File: config.mk
export PLATFORM = sky130hd
export DESIGN_NAME = byte_mem_arbiter
export DESIGN_NICKNAME = d
export VERILOG_FILES = /design/src/rtl/mem_arb_pkg.sv /design/src/rtl/arb_age_counter.sv /design/src/rtl/byte_mem_arbiter.sv
export SDC_FILE = /design/constraint.sdc
export NUM_CORES = 1
export LEC_CHECK = 0
export ABC_AREA = 1
export CORE_UTILIZATION = 34
export DETAILED_ROUTE_END_ITERATION = 6
export GPL_TIMING_DRIVEN = 0
export HOLD_SLACK_MARGIN = 0.15
export PLACE_DENSITY = 0.87
export SETUP_SLACK_MARGIN = 0.2
export SKIP_LAST_GASP = 1
export SYNTH_ARGS = -nofsm -noshare
export SYNTH_HDL_FRONTEND = slang
export SYNTH_HIERARCHICAL = 1
export SYNTH_SLANG_ARGS = --single-unit
File: constraint.sdc
create_clock -name clk -period 1.7 [get_ports clk]
set_input_delay 0.255 -clock clk [delete_from_list [all_inputs] [get_ports clk]]
set_output_delay 0.255 -clock clk [all_outputs]
set_load 0.01 [all_outputs]
File: src/rtl/mem_arb_pkg.sv
`timescale 1ns/1ps
`default_nettype none
// ==========================================================================
// mem_arb_pkg : shared types for the byte-memory arbiter. Rev 1.0
// ==========================================================================
package mem_arb_pkg;

   typedef enum logic [1:0] {
      IDLE      = 2'd0,
      ISSUE_CPU = 2'd1,
      ISSUE_LDR = 2'd2
   } arb_state_t;

   typedef enum logic {
      OWN_CPU = 1'b0,
      OWN_LDR = 1'b1
   } owner_t;

   localparam int unsigned STARVE_LIMIT_DEF = 4;

   // Width needed to hold 0..lim inclusive.
   function automatic int unsigned age_width(input int unsigned lim);
      return (lim < 1) ? 1 : $clog2(lim + 1);
   endfunction

endpackage
`default_nettype wire

File: src/rtl/arb_age_counter.sv
`timescale 1ns/1ps
`default_nettype none
// ==========================================================================
// arb_age_counter : saturating wait counter with clear priority. Rev 1.0
// ==========================================================================
module arb_age_counter
   import mem_arb_pkg::*;
#(
   parameter int unsigned LIMIT = STARVE_LIMIT_DEF,
   parameter int unsigned W     = age_width(LIMIT)
) (
   input  logic         clk,
   input  logic         reset,
   input  logic         clr,
   input  logic         inc,
   output logic [W-1:0] count,
   output logic         sat
);

   localparam logic [W-1:0] LIMIT_V = W'(LIMIT);

   assign sat = (count >= LIMIT_V);

   always_ff @(posedge clk) begin
      if (reset || clr) begin
         count <= '0;
      end else if (inc && !sat) begin
         count <= count + 1'b1;
      end
   end

endmodule
`default_nettype wire

File: src/rtl/byte_mem_arbiter.sv
`timescale 1ns/1ps
`default_nettype none
// ==========================================================================
// byte_mem_arbiter : CPU/loader share of a single-port byte memory. Rev 1.0
// ==========================================================================
module byte_mem_arbiter
   import mem_arb_pkg::*;
#(
   parameter int unsigned ADDR_W       = 10,
   parameter int unsigned STARVE_LIMIT = STARVE_LIMIT_DEF
) (
   input  logic              clk,
   input  logic              reset,
   input  logic              prog_mode,

   input  logic              cpu_req,
   input  logic              cpu_we,
   input  logic [ADDR_W-1:0] cpu_addr,
   input  logic [7:0]        cpu_wdata,
   output logic              cpu_gnt,
   output logic              cpu_rvalid,
   output logic [7:0]        cpu_rdata,

   input  logic              ldr_req,
   input  logic              ldr_we,
   input  logic [ADDR_W-1:0] ldr_addr,
   input  logic [7:0]        ldr_wdata,
   output logic              ldr_gnt,
   output logic              ldr_rvalid,
   output logic [7:0]        ldr_rdata,

   output logic              mem_en,
   output logic              mem_we,
   output logic [ADDR_W-1:0] mem_addr,
   output logic [7:0]        mem_wdata,
   input  logic [7:0]        mem_rdata
);

   localparam int unsigned AGE_W = age_width(STARVE_LIMIT);

   arb_state_t       state;
   arb_state_t       nxt;
   logic             cpu_elig;
   logic             ldr_elig;
   logic [AGE_W-1:0] ldr_age;
   logic             age_sat;
   logic             age_clr;
   logic             age_inc;
   logic             rd_pend;
   owner_t           rd_owner;

   // The current owner is masked, which also yields the no-back-to-back rule.
   assign cpu_elig = cpu_req && !prog_mode && (state != ISSUE_CPU);
   assign ldr_elig = ldr_req && (state != ISSUE_LDR);

   always_comb begin
      nxt = IDLE;
      if (cpu_elig && ldr_elig) begin
         nxt = age_sat ? ISSUE_LDR : ISSUE_CPU;
      end else if (cpu_elig) begin
         nxt = ISSUE_CPU;
      end else if (ldr_elig) begin
         nxt = ISSUE_LDR;
      end
   end

   assign age_clr = (nxt == ISSUE_LDR) || !ldr_req;
   assign age_inc = ldr_elig && (nxt != ISSUE_LDR);

   arb_age_counter #(
      .LIMIT (STARVE_LIMIT),
      .W     (AGE_W)
   ) u_age (
      .clk   (clk),
      .reset (reset),
      .clr   (age_clr),
      .inc   (age_inc),
      .count (ldr_age),
      .sat   (age_sat)
   );

   always_ff @(posedge clk) begin
      if (reset) begin
         state     <= IDLE;
         cpu_gnt   <= 1'b0;
         ldr_gnt   <= 1'b0;
         mem_en    <= 1'b0;
         mem_we    <= 1'b0;
         mem_addr  <= '0;
         mem_wdata <= '0;
         rd_pend   <= 1'b0;
         rd_owner  <= OWN_CPU;
      end else begin
         state   <= nxt;
         cpu_gnt <= (nxt == ISSUE_CPU);
         ldr_gnt <= (nxt == ISSUE_LDR);
         mem_en  <= (nxt != IDLE);
         case (nxt)
            ISSUE_CPU: begin
               mem_we    <= cpu_we;
               mem_addr  <= cpu_addr;
               mem_wdata <= cpu_wdata;
            end
            ISSUE_LDR: begin
               mem_we    <= ldr_we;
               mem_addr  <= ldr_addr;
               mem_wdata <= ldr_wdata;
            end
            default: begin
               mem_we <= 1'b0;
            end
         endcase
         // Tag the read issued this cycle; memory returns it next cycle.
         rd_pend  <= mem_en && !mem_we;
         rd_owner <= (state == ISSUE_LDR) ? OWN_LDR : OWN_CPU;
      end
   end

   assign cpu_rvalid = rd_pend && (rd_owner == OWN_CPU);
   assign ldr_rvalid = rd_pend && (rd_owner == OWN_LDR);
   assign cpu_rdata  = cpu_rvalid ? mem_rdata : 8'h00;
   assign ldr_rdata  = ldr_rvalid ? mem_rdata : 8'h00;

endmodule
`default_nettype wire

# Yosys cells after proc, flatten, opt, wreduce, memory -nomap -nowiden
# Index checks and enable logic that the tools add are counted.
# word_totals
wordCells	46
in_bits	51
out_inout_bits	40
regBits	29
# classes
n_lt_le_gt_ge	1
reduce_logical	17
n_mux	10
n_addsub	1
n_bitwise	1
n_eq_ne	6
# ops
op	count
$pmux W10 S2	1
$mux W8	2
$pmux W8 S2	1
$logic_and A1 B1 Y1	9
$mux W2	4
$eq A2 B2 Y1 const B	2
$logic_not A1 Y1	4
$ne A2 B2 Y1 const B	2
$reduce_bool A2 Y1	2
$add A3 B1 Y3 const B	1
$ge A3 B3 Y1 const B	1
$eq A2 B1 Y1 const B	1
$logic_or A1 B1 Y1	2
$ne A2 B1 Y1 const B	1
$pmux W1 S2	1
$mux W1	1
$not A1 Y1	1

# Depth between registers and ports, before layout
# Gate-level depths: netlist (run 1).
# logic_depth
ltp_word	8
depth_mapped	14
ltp_nobuf	12

# Hierarchy
# Netlist (run 1), hierarchy kept.
# by_module_without_submodules
mod	seq_area_each_um2	area_per_inst_um2	n_inst	cells_per_inst
byte_mem_arbiter	520.5	1416.4	1	228
arb_age_counter	60.1	165.2	1	25

# Least setup slack after synthesis (run 1)
# OpenSTA, ideal clock, no wires.
# synth_timing
kind	reg-to-reg
startpoint	register state[0]
endpoint	register u_age.count[0]
stages_incl_launch_ff	15
path_buffers	2
period_less_slack_ns	1.644
setup_slack_ns	0.056
setup_time_ns	0.064
arrival_time_ns	1.580
required_ns	1.636
path_cell_list	dfxtp_1 inv_1 nand2_1 nand2_1 inv_1 nand2_1 inv_1 ha_1 buf_6 buf_6 nor2_1 inv_2 nor2_2 nor2_1 nor2_1
# synth_between
elab_chain_cells	8
elab_cells_between_ends	14
cone_classes	eq/ne (4); mux (3); reduce/logical (7)
# synth_lines
element	line	source
start, declared	byte_mem_arbiter.sv:41	arb_state_t state;
start signal, assigned	byte_mem_arbiter.sv:94	state <= nxt;
$ne A2 B2 Y1	byte_mem_arbiter.sv:54	assign ldr_elig = ldr_req && (state != ISSUE_LDR);
$logic_and A1 B1 Y1	byte_mem_arbiter.sv:54	
$mux W2	byte_mem_arbiter.sv:62	end else if (ldr_elig) begin
$mux W2	byte_mem_arbiter.sv:60	end else if (cpu_elig) begin
$mux W2 (*)	byte_mem_arbiter.sv:58	if (cpu_elig && ldr_elig) begin
via nxt[1]	byte_mem_arbiter.sv:42	arb_state_t nxt;
$ne A2 B2 Y1 (*)	byte_mem_arbiter.sv:68	assign age_inc = ldr_elig && (nxt != ISSUE_LDR);
$logic_and A1 B1 Y1 (*)	byte_mem_arbiter.sv:68	
via age_inc	byte_mem_arbiter.sv:48	logic age_inc;
$logic_and A1 B1 Y1 (*)	arb_age_counter.sv:27	end else if (inc && !sat) begin
end signal, assigned	arb_age_counter.sv:28	count <= count + 1'b1;
end, declared	arb_age_counter.sv:16	output logic [W-1:0] count,
# Mark *: on every way through the listed nets, which the timed path passes. The rest lies on a longest branch.
# A chain may end at the register's enable or synchronous reset.

# Worst setup path in the final report (run 1)
# layout_timing
startpoint	register state[0]
endpoint	register mem_addr[7]
# layout_between
elab_chain_cells	7
elab_cells_between_ends	12
cone_classes	eq/ne (4); mux (4); reduce/logical (4)
# layout_lines
element	line	source
$ne A2 B2 Y1	byte_mem_arbiter.sv:54	
$logic_and A1 B1 Y1	byte_mem_arbiter.sv:54	
$mux W2	byte_mem_arbiter.sv:62	
$mux W2	byte_mem_arbiter.sv:60	
$mux W2 (*)	byte_mem_arbiter.sv:58	
$eq A2 B2 Y1 or $eq A2 B1 Y1 (tied branches)	byte_mem_arbiter.sv:98	case (nxt)
$pmux W10 S2 or $reduce_bool A2 Y1 (tied branches)	--	
end signal, assigned	byte_mem_arbiter.sv:101	mem_addr <= cpu_addr;
end signal, assigned	byte_mem_arbiter.sv:106	mem_addr <= ldr_addr;
end, declared	byte_mem_arbiter.sv:34	output logic [ADDR_W-1:0] mem_addr,
# Mark *: on every way between the ends. The rest lies on a longest branch, timed or not.

==> results, run 1 <==
- After clock tree synthesis, the clock-pin slew on the worst setup and hold paths is 70 ps.
- Across the run, the number of max-cap violations was 0.
- Along the worst path, the maximum fanout reaches 5.
- The worst setup slack for register-to-register paths is 60 ps.
- When the netlist entered floorplanning its net count stood at 309.
- The share of synthesized area in the top cell type comes to 0.367.
- Counting instances, the worst hold path has a depth of 1.
- Once routing completed, OpenROAD measured the worst setup slack at 64.9 ps.
- Data on the critical path is required at its endpoint by 1930 ps.
- The accumulated negative setup slack is 0 ps.
- 91 I/O pins were placed.
- Using the TritonRoute via totals, the vias-per-cell ratio works out to 4.52.
- At the end of routability-driven placement, the weighted congestion stood at 0.758.
- The global-route usage over all layers is 0.188.
- The maximum number of pins on one net before global-route repair is 11.
- The leakage power of the design is 1.66 nW.
- The maximum clock skew at final layout is 6.41 ps.
- The number of distinct library cell variants in the gate-level netlist after synthesis is 15.
- The count of mapped cells out of synthesis is 253.
- The most common cell after layout, fill and taps aside is sky130_fd_sc_hd__clkdlybuf4s50_1.
- The endpoint of the worst hold-timing path is rd_pend.
- The post-DP HPWL is 3210 µm.
- The net switching component of the power is 0.000704 W.
- The number of port buffers is 90.
- The largest area contributor in the synthesized netlist is sky130_fd_sc_hd__dfxtp_1.
- After detailed routing, the average wire length per cell comes to 12.4 µm.
- Cell internal power was estimated by the tool at 0.00162 W.
- For this run, the top clock speed supported by timing is 612 MHz.
- The tightest min-delay check is of the reg -> reg type.
- The initial core utilization is 0.358.
- The number of buffers on the longest clock path is 2.
- The worst hold path startpoint is mem_we.
- The multi-input combinational cell area is 998 µm².
- After global routing the overflow that remains totals 0.
- The first detailed-routing pass ran for 4 iterations.
- Row generation in the floorplan step produced 24 rows.
- The post-route minimum period is 1640 ps.
- The register bit count reported by yosys is 29.
- The number of cells on the worst reg-to-reg path is 11.
- The horizontal die dimension is 70.2 µm.
- The maximum ir drop on the vdd rail is 581 µV.
- The height of the die is 70.2 µm.
- The via count is 1897.
- The worst relative slew slack is 0.898.
- The final-report setup violation count is 0.
- Of the cells placed in the final design, the portion with a size suffix greater than 1 is 0.304.
- The actual slew at the worst max-slew pin is 152 ps.
- The Yosys step of the flow raised 6 warnings.
- The clock latency on the worst-skew pair is 280 ps.
- In this run the remaining antenna-violating nets after routing total 0.
- The worst setup slack after placement is -388 ps.
- The area of the die is 4930 µm².
- The worst setup path is of the reg -> reg kind.
- The routed design has 5190 µm of wire.
- Yosys attributes the largest share of cell area to sky130_fd_sc_hd__dfxtp_1 (37%), sky130_fd_sc_hd__nand2_1 (16%), sky130_fd_sc_hd__nor2_1 (16%), sky130_fd_sc_hd__inv_1 (10%), sky130_fd_sc_hd__nand3_1 (7.0%).
- In the layout the commonest cells are sky130_fd_sc_hd__clkdlybuf4s50_1 (66), sky130_fd_sc_hd__nand2_1 (54), sky130_fd_sc_hd__nor2_1 (45).
- The initial antenna violation count is 0.
- The count of endpoints failing hold in the final timing report is 0.
- The number of pins with negative max-slew slack in the final report is 0.
- In this run the cell area of the synthesized design comes to 1580 µm².
- The number of violations reported at the end of detailed-routing iteration 0 is 63.
- For this run, the register share of the synthesized area comes to 0.367.
- The clock share of power is 0.270.
- Dividing the final minimum period by the clock period gives 0.962.
- Of the total power, the share spent switching nets is 0.302.
- For this run, design rule violations remaining after detail routing come to 0.
- The area added between synthesis and finish is 101%.
- The part of the power in combinational logic is 0.385.
- The endpoint of the worst register-to-register path is mem_addr[7].
- The number of H-tree levels is 2.
- The clock root buffer master is sky130_fd_sc_hd__clkbuf_8.
- A synthesized cell averages 6.25 µm².
- The worst endpoint data arrival time is 1870 ps.
- The number of nets in the finished design is 423.
- The fill cell total of the finished layout is 346.
- The CTS tree is built.
- The clock net in this run drives a total of 29 sinks.
- The first global-routing pass estimated 7450 µm of wire.
- STA classifies the critical path endpoint as a register.
- In this run the critical register-to-register path is launched from state[0].
- Buffers inserted during clock tree synthesis total 5.
- The startpoint class of the critical path is a register.
- The antenna diode count is 0.
- The flow ran to the end, and the final reports show no timing, DRC or antenna violations.
- Registers take 589 µm².
- Dividing total power by cell area gives a power density of 733 nW/µm².
- The via count of the first global-routing pass is 1792.
- The core box area is 4410 µm².
- Setup repair after global routing could not meet its margin everywhere.
- The share of total power dissipated in sequential elements is 0.345.
-- timing repair --
action	in CTS	in global routing
pin swaps	36	33
hold endpoints to repair	0	0
hold buffers	0	0
gates cloned	2	2
resized for setup	72	67
buffers inserted	9	4
setup endpoints to repair	40	34
-- how the worst max path moves through the flow --
stage                    from             end  slack (ps)
3_5_place_dp          cpu_req  u_age/count[1]        -390
4_1_cts        u_age/count[2]  u_age/count[1]          90
5_1_grt              state[1]  u_age/count[0]         -30
6_report             state[0]     mem_addr[7]          60
3_3_place_gp          cpu_req  u_age/count[0]        -330
2_1_floorplan        state[0]  u_age/count[0]         200
-- area by class of cell --
class	count	share of cell area
clock buffer	7	0.0303
sequential	29	0.186
inverter	45	0.0532
timing repair buffer	107	0.344
tap	52	0.0205
buffer	12	0.0504
clock inverter	1	0.00158
multi-input combinational	167	0.314
-- layer usage --
layer,track usage,vias up,wire length [µm]
met3,0.0765,10,392
met2,0.358,71,2790
met4,0.0511,0,87
li1,-,962,-
met1,0.185,854,1920
met5,0,-,0
-- stage by stage --
| step | power, W | instances | hold WS (ps) | cell area, µm² | util |
|---|---|---|---|---|---|
| 3_3_place_gp | 0.00140 | 395 | 436 | 2560 | 0.581 |
| 2_1_floorplan | 0.00111 | 253 | 396 | 1600 | - |
| 6_report | 0.00233 | 420 | 428 | 3180 | 0.720 |
| 4_1_cts | 0.00218 | 414 | 437 | 2940 | 0.666 |
| 3_5_place_dp | 0.00142 | 395 | 432 | 2560 | 0.581 |
| 5_1_grt | 0.00245 | 420 | 440 | 3180 | 0.720 |
-- critical path, stage by stage, from the launching register on --
cell and delay (ps):
sky130_fd_sc_hd__dfxtp_2 330, sky130_fd_sc_hd__inv_2 70, sky130_fd_sc_hd__nor2_1 50, sky130_fd_sc_hd__nor2_1 120, sky130_fd_sc_hd__nand2_2 130, sky130_fd_sc_hd__ha_4 320
sky130_fd_sc_hd__buf_12 130, sky130_fd_sc_hd__buf_12 140, sky130_fd_sc_hd__nor2_4 30, sky130_fd_sc_hd__nor2_1 120, sky130_fd_sc_hd__nand2_1 80, sky130_fd_sc_hd__inv_1 50
-- sequential cells by signal, summed over array words and instances (netlist names) --
| register | count |
|---|---|
| mem_we | 1 |
| mem_addr | 10 |
| u_age/count | 3 |
| ldr_gnt | 1 |
| cpu_gnt | 1 |
| rd_pend | 1 |
| rd_owner | 1 |
| state | 2 |
| mem_en | 1 |
| mem_wdata | 8 |
-- cell families after synthesis --
kind of cell,count (synthesis),share of synthesized area
AND/OR/NAND/NOR,161,0.410
buffers and inverters,57,0.179
flip-flops,29,0.367
adder cells (fa/ha/maj),5,0.0396
AO/OA/AOI/OAI,1,0.00475
-- power by group through the flow --
stage / Combinational [W] / Clock, W / Sequential [W]
finish: 0.000895 / 0.000629 / 0.000804
global route: 0.000960 / 0.000680 / 0.000809
CTS: 0.000768 / 0.000630 / 0.000786
detailed placement: 0.000623 / 0 / 0.000794
global placement: 0.000609 / 0 / 0.000791
floorplan: 0.000286 / 0 / 0.000821
-- synthesized netlist by cell type (all sizes together) --
cell type	instances
a21boi	1
buf	11
clkbuf	1
dfxtp	29
ha	5
inv	45
nand2	69
nand3	22
nor2	69
nor3b	1
(Power assumes the default switching activity.)
==> run 2: changes to the inputs <==
==> constraint.sdc (replaced) <==
create_clock -name clk -period 1.7 [get_ports clk]
set_input_delay 0.255 -clock clk [delete_from_list [all_inputs] [get_ports clk]]
set_output_delay 0.255 -clock clk [all_outputs]
set_load 0.05 [all_outputs]
==> results, run 2 (same netlist as run 1, synthesis figures left out) <==
- The remaining global-route overflow is 0.
- The capturing instance or port of the critical path is mem_wdata[1].
- Subtracting the final worst setup slack from the clock period gives 1600 ps.
- For this design the ratio of total power to cell area is 759 nW/µm².
- Clock-pin slew was measured on the worst setup and hold paths at 60 ps.
- In this run, placement finished with an instance count of 395.
- The clock passes through at most 2 buffers.
- The count of endpoints failing hold in the final timing report is 0.
- The repair_antennas step left the layout with diodes totalling 0.
- The initial antenna violation count came to 0.
- Setup repair after global routing could not meet its margin everywhere.
- The final-report setup violation count is 0.
- The share of cells above drive strength 1 is 0.363.
- The area added between synthesis and finish is 107%.
- The layout has 327 filler cells.
- The clock latency on the worst-skew pair is 280 ps.
- The library cell used most frequently in the layout, excluding fill and tap cells, is sky130_fd_sc_hd__nand2_1.
- The number of search-and-repair iterations in the first detailed-routing pass is 4.
- The top fanout value on the critical path is 7.
- The reported max-cap violation count is 0.
- Clock tree synthesis inserted a total of 5 buffers.
- The analysis attributes to cell leakage a power of 1.68 nW.
- The classification of the worst setup path is reg -> reg.
- After clock tree synthesis, the flow added hold-fix buffers numbering 0.
- The floorplan step defined a core boundary enclosing 4410 µm².
- Clock skew on the completed layout was measured at 5.84 ps.
- The final layout contains 430 nets.
- The worst flop-to-flop path startpoint is u_age/count[2].
- The largest registers in the layout are mem_addr: 10 flops, mem_wdata: 8 flops, u_age/count: 3 flops.
- Across the VDD grid, the largest voltage drop is 597 µV.
- The via count of the first global-routing pass is 1834.
- The maximum number of pins on one net before global-route repair is 11.
- The actual slew at the worst max-slew pin is 518 ps.
- The launching element of the worst setup path is u_age/count[2].
- The number of violations reported at the end of detailed-routing iteration 0 is 50.
- The wire length of the first global-routing pass is 7990 µm.
- The I/O pin total is 91.
- The flip-flop count of the largest register after layout is 10.
- The number of standard cells in the layout, taps in and fillers out is 427.
- The via count is 1907.
- In this run the vertical extent of the chip is 70.2 µm.
- The count of buffers added on input and output ports is 90.
- The total detailed-routing wirelength is 4910 µm.
- The worst endpoint data arrival time is 1780 ps.
- The post-DP HPWL is 3170 µm.
- In this run the remaining antenna-violating nets after routing total 0.
- The worst reg-to-reg path cell count is 13.
- The startpoint class of the critical path is a register.
- Based on the critical path, the design can be clocked at up to 623 MHz.
- The H-tree generated during clock tree synthesis spans 2 levels.
- STA classifies the critical path endpoint as a register.
- The row count is 24.
- The data required time of the worst path is 1880 ps.
- The endpoint identified for the worst register-to-register timing path is mem_wdata[1].
- The flow ran to the end, and the final reports show no timing, DRC or antenna violations.
- In the final routed layout, each cell accounts on average for 11.5 µm.
- The initial utilization of the core area, before any placement, comes to 0.358.
- The vias per cell is 4.47.
- The cell sitting at the root of the clock tree is a sky130_fd_sc_hd__clkbuf_8.
- The global-route usage over all layers is 0.202.
- The final clock period utilization by the worst path is 0.943.
- The CTS tree is built.
- The library cells used most frequently in the layout, excluding fill and tap cells, are sky130_fd_sc_hd__nand2_1 (53), sky130_fd_sc_hd__clkdlybuf4s50_1 (47), sky130_fd_sc_hd__nor2_1 (41).
- Measured against its own limit, the worst slew margin works out to 0.656.
- The number of pins with negative max-slew slack in the final report was 0.
- The register bank with the most flops is mem_addr.
- In the routed design, unresolved DRC markers number 0.
- The final hold slack is 438 ps.
- The post-route core utilization is 0.743.
- The global placer's final weighted congestion is 0.739.
- The area of the die is 4930 µm².
- In this run the worst hold path is classified as reg -> reg.
- The clock net sink count is 29.
- The horizontal die dimension is 70.2 µm.
- The worst register-to-register path has a setup slack of 100 ps.
[run 2: worst min path at each step]
stage                     cells past startpoint  startpoint  slack [ps]       to
after global placement                        1      mem_we         430  rd_pend
after detailed placement                      1      mem_we         420  rd_pend
after global routing                          1      mem_we         460  rd_pend
after CTS                                     1      mem_we         420  rd_pend
final                                         1      mem_we         440  rd_pend
after floorplan                               2      ldr_we         400   mem_we
[run 2: worst max-delay path, cell delays in order (launching register included)]
cell	delay, ps
sky130_fd_sc_hd__dfxtp_2	330
sky130_fd_sc_hd__buf_6	110
sky130_fd_sc_hd__inv_2	40
sky130_fd_sc_hd__nand3_2	90
sky130_fd_sc_hd__nand2_4	120
sky130_fd_sc_hd__inv_4	40
sky130_fd_sc_hd__ha_4	160
sky130_fd_sc_hd__buf_6	120
sky130_fd_sc_hd__buf_8	120
sky130_fd_sc_hd__buf_12	140
sky130_fd_sc_hd__nand2_2	60
sky130_fd_sc_hd__nand3_2	60
sky130_fd_sc_hd__nand2_1	60
sky130_fd_sc_hd__inv_1	40
[run 2: per-layer routing]
metal / GRT usage / share of wire
met2: 0.379 / 0.53
met5: 0 / 0
met3: 0.0635 / 0.070
met1: 0.222 / 0.39
met4: 0.0333 / 0.0067
[run 2: metrics by stage]
stage	cell area (µm²)	setup WS, ps	TNS (ps)	power [W]
global route	3280	9.26	0	0.00261
CTS	3090	-17.1	-17.1	0.00240
global placement	2640	-346	-9200	0.00162
floorplan	1670	0.558	0	0.00133
finish	3280	96.1	0	0.00249
detailed placement	2640	-375	-9860	0.00164
[run 2: layout make-up]
class	instances	area, µm²	area share
Multi-Input combinational cell	167	1050	0.319
Sequential cell	29	588	0.179
Timing Repair Buffer	114	1150	0.349
Clock buffer	7	96.3	0.0294
Tap cell	52	65.1	0.0198
Clock inverter	1	5.00	0.00153
Buffer	12	155	0.0473
Inverter	45	178	0.0542
[run 2: power by group]
group          leakage, nW  internal (W)  switching, W
combinational         1.38      0.000487      0.000589
sequential           0.241      0.000747     0.0000507
clock               0.0542      0.000365      0.000252
total                 1.68       0.00160      0.000891
[run 2: repair_timing]
action	in CTS	in global routing
endpoints found under the setup margin	62	40
pin swaps	26	26
setup buffers	19	2
resized for setup	181	55
gates cloned	3	0
==> run 3: changes to the inputs <==
--- a/config.mk
+++ b/config.mk
@@ -10,7 +10,7 @@
 export DETAILED_ROUTE_END_ITERATION = 6
 export GPL_TIMING_DRIVEN = 0
 export HOLD_SLACK_MARGIN = 0.15
-export PLACE_DENSITY = 0.87
+export PLACE_DENSITY_LB_ADDON = 0.08
 export SETUP_SLACK_MARGIN = 0.2
 export SKIP_LAST_GASP = 1
 export SYNTH_ARGS = -nofsm -noshare
==> results, run 3 (same netlist as run 1, synthesis figures left out) <==
- The top fanout value on the critical path is 10.
- The vias per cell is 4.38.
- The number of nets in the finished design is 427.
- For this design the static power due to leakage is 1.62 nW.
- The die is 70.2 µm wide.
- The worst register-to-register path begins at state[0].
- The endpoint of the worst hold-timing path is rd_pend.
- The run finished with clean final reports.
- In the final layout, the registers with the most flip-flops are mem_addr: 10 flops, mem_wdata: 8 flops, u_age/count: 3 flops.
- Setup total negative slack on the finished layout was measured at 0 ps.
- Timing would allow up to 592 MHz.
- Before CTS, the worst setup slack after placement is -388 ps.
- The area of the die is 4930 µm².
- The remaining global-route overflow is 0.
- For this configuration, the core starts out at a cell density of 0.358.
- The I/O pin total is 91.
- CTS built an H-tree with a depth of 2.
- Power comes to 0.00235 W.
- Entering global routing, the biggest net connects 11 pins.
- TritonCTS built the clock tree.
- The first global-routing pass estimated 7650 µm of wire.
- In the layout the commonest cells are sky130_fd_sc_hd__nand2_1 (61), sky130_fd_sc_hd__clkdlybuf4s50_1 (47), sky130_fd_sc_hd__nor2_1 (44).
- The global-route usage over all layers is 0.200.
- After detailed routing, the total wire length is 4750 µm.
- The detail route stage leaves a number of antenna-violating nets equal to 0.
- The final-report setup violation count is 0.
- Data on the critical path is required at its endpoint by 1890 ps.
- The height of the die is 70.2 µm.
- The clock net sink count is 29.
- Once routing completed, OpenROAD measured the worst setup slack at 9.83 ps.
- The area added between synthesis and finish is 97.4%.
- The register bank with the most flops is mem_addr.
- The multi-input combinational cell area is 976 µm².
- The launching element of the worst setup path is state[0].
- The congestion estimate from routability-driven global placement came to 0.747.
- For this run, design rule violations remaining after detail routing come to 0.
- The worst endpoint data arrival time is 1880 ps.
- The post-DP HPWL is 3000 µm.
- For the finished layout, the period the worst path requires is 1690 ps.
- Counting instances, the worst hold path has a depth of 1.
- The worst setup path is captured at a register.
- Of the cells placed in the final design, the portion with a size suffix greater than 1 is 0.309.
- By startpoint and endpoint, the worst setup path is classified as reg -> reg.
- The number of violations reported at the end of detailed-routing iteration 0 is 56.
- The pre-antenna-repair detailed-routing pass consisted of 4 iterations.
- The most common cell after layout, fill and taps aside is sky130_fd_sc_hd__nand2_1.
- The register with the most flip-flops in the layout has 10 of them.
- The maximum ir drop on the vdd rail is 511 µV.
- The initial antenna violation count was 0.
- No sink is reached through more buffers than the 2 on the longest clock path.
- The maximum clock skew at final layout is 3.91 ps.
- The cell total after placement is 395.
- The clock edge transition at the registers on the reported setup and hold paths is 60 ps.
- Setup repair after global routing could not meet its margin everywhere.
- Dividing the detail-routed wire length by the instance count gives 11.2 µm.
- The worst reg-to-reg path cell count is 14.
- The kind of path behind the tightest hold check is reg -> reg.
- The number of standard cells in the layout, taps in and fillers out is 424.
- Measured against its own limit, the worst slew margin works out to 0.660.
- The worst hold path startpoint is mem_we.
- The endpoint of the worst register-to-register path is mem_wdata[4].
- At the pin with the least slew margin, the transition time is 512 ps.
- The antenna diode count is 0.
- The root buffer cell chosen for the clock tree is sky130_fd_sc_hd__clkbuf_8.
- The areal power density over the cells is 752 nW/µm².
- In the finished design, the share of the clock period the worst path needs comes to 0.994.
- The core box area is 4410 µm².
- The worst setup slack for register-to-register paths is 10 ps.
- For this design, the CTS-stage hold fixing added 0 buffers.
- Once layout is complete, the utilization of the core stands at 0.707.
- The via count of the first global-routing pass was 1720.
- The number of pins with negative max-slew slack in the final report is 0.
- Buffers inserted during clock tree synthesis total 5.
- The tool flagged a number of max-cap violations equal to 0.
- The clock latency on the worst-skew pair is 280 ps.
- Counting the fill cells in the layout gives 374.
- The detailed router placed 1859 vias in this run.
- STA classifies the critical path startpoint as a register.
- The count of endpoints failing hold in the final timing report was 0.
- The number of port buffers is 90.
- The row count is 24.
- The sequential cells in the finished layout cover a total of 587 µm².
[run 3: what timing repair did]
item / in CTS / in global routing
pin swaps: 21 / 21
resized for setup: 171 / 33
buffers inserted: 17 / 2
endpoints found under the setup margin: 62 / 40
cloned: 2 / 0
[run 3: area by class of cell]
class | count | area share
multi-input cells | 167 | 0.313
clock buffers | 6 | 0.0232
clock inverters | 2 | 0.00321
flip-flops and latches | 29 | 0.188
repair buffers | 111 | 0.352
inverters | 45 | 0.0553
plain buffers | 12 | 0.0449
well taps | 52 | 0.0208
[run 3: worst max-delay path, stage by stage, from the launching register on]
cell                      delay, ps
sky130_fd_sc_hd__dfxtp_2        340
sky130_fd_sc_hd__inv_2           50
sky130_fd_sc_hd__nand2_4         80
sky130_fd_sc_hd__nand2_4         50
sky130_fd_sc_hd__inv_2           60
sky130_fd_sc_hd__nand2_4         50
sky130_fd_sc_hd__buf_6          120
sky130_fd_sc_hd__ha_4           230
sky130_fd_sc_hd__buf_8          140
sky130_fd_sc_hd__buf_12         120
sky130_fd_sc_hd__buf_8          130
sky130_fd_sc_hd__nor2_2          90
sky130_fd_sc_hd__nor2_1          50
sky130_fd_sc_hd__nand2_1         50
sky130_fd_sc_hd__inv_1           30
[run 3: through the flow]
stage	hold WS [ps]	area, µm²
2_1_floorplan	396	1670
3_3_place_gp	405	2640
3_5_place_dp	406	2640
4_1_cts	411	3000
5_1_grt	435	3120
6_report	406	3120
[run 3: power breakdown]
part	switching (W)	internal, W	total (W)
Sequential	0.0000457	0.000748	0.000793
Clock	0.000264	0.000283	0.000547
Combinational	0.000563	0.000445	0.00101
Total	0.000873	0.00148	0.00235
[run 3: worst max path at each step]
stage	endpoint	slack (ps)	cells after the start
2_1_floorplan	cpu_rdata[1]	0.6	4
3_3_place_gp	u_age/count[1]	-370	13
3_5_place_dp	u_age/count[0]	-390	13
4_1_cts	mem_addr[1]	60	12
5_1_grt	mem_wdata[4]	-70	14
6_report	mem_wdata[4]	10	14
[run 3: metal layers]
metal	global-route usage	vias to the layer above	routed length [µm]
met4	0.0889	0	81
met3	0.0635	5	285
met5	0	-	0
li1	-	966	-
met1	0.217	833	1930
met2	0.355	55	2460
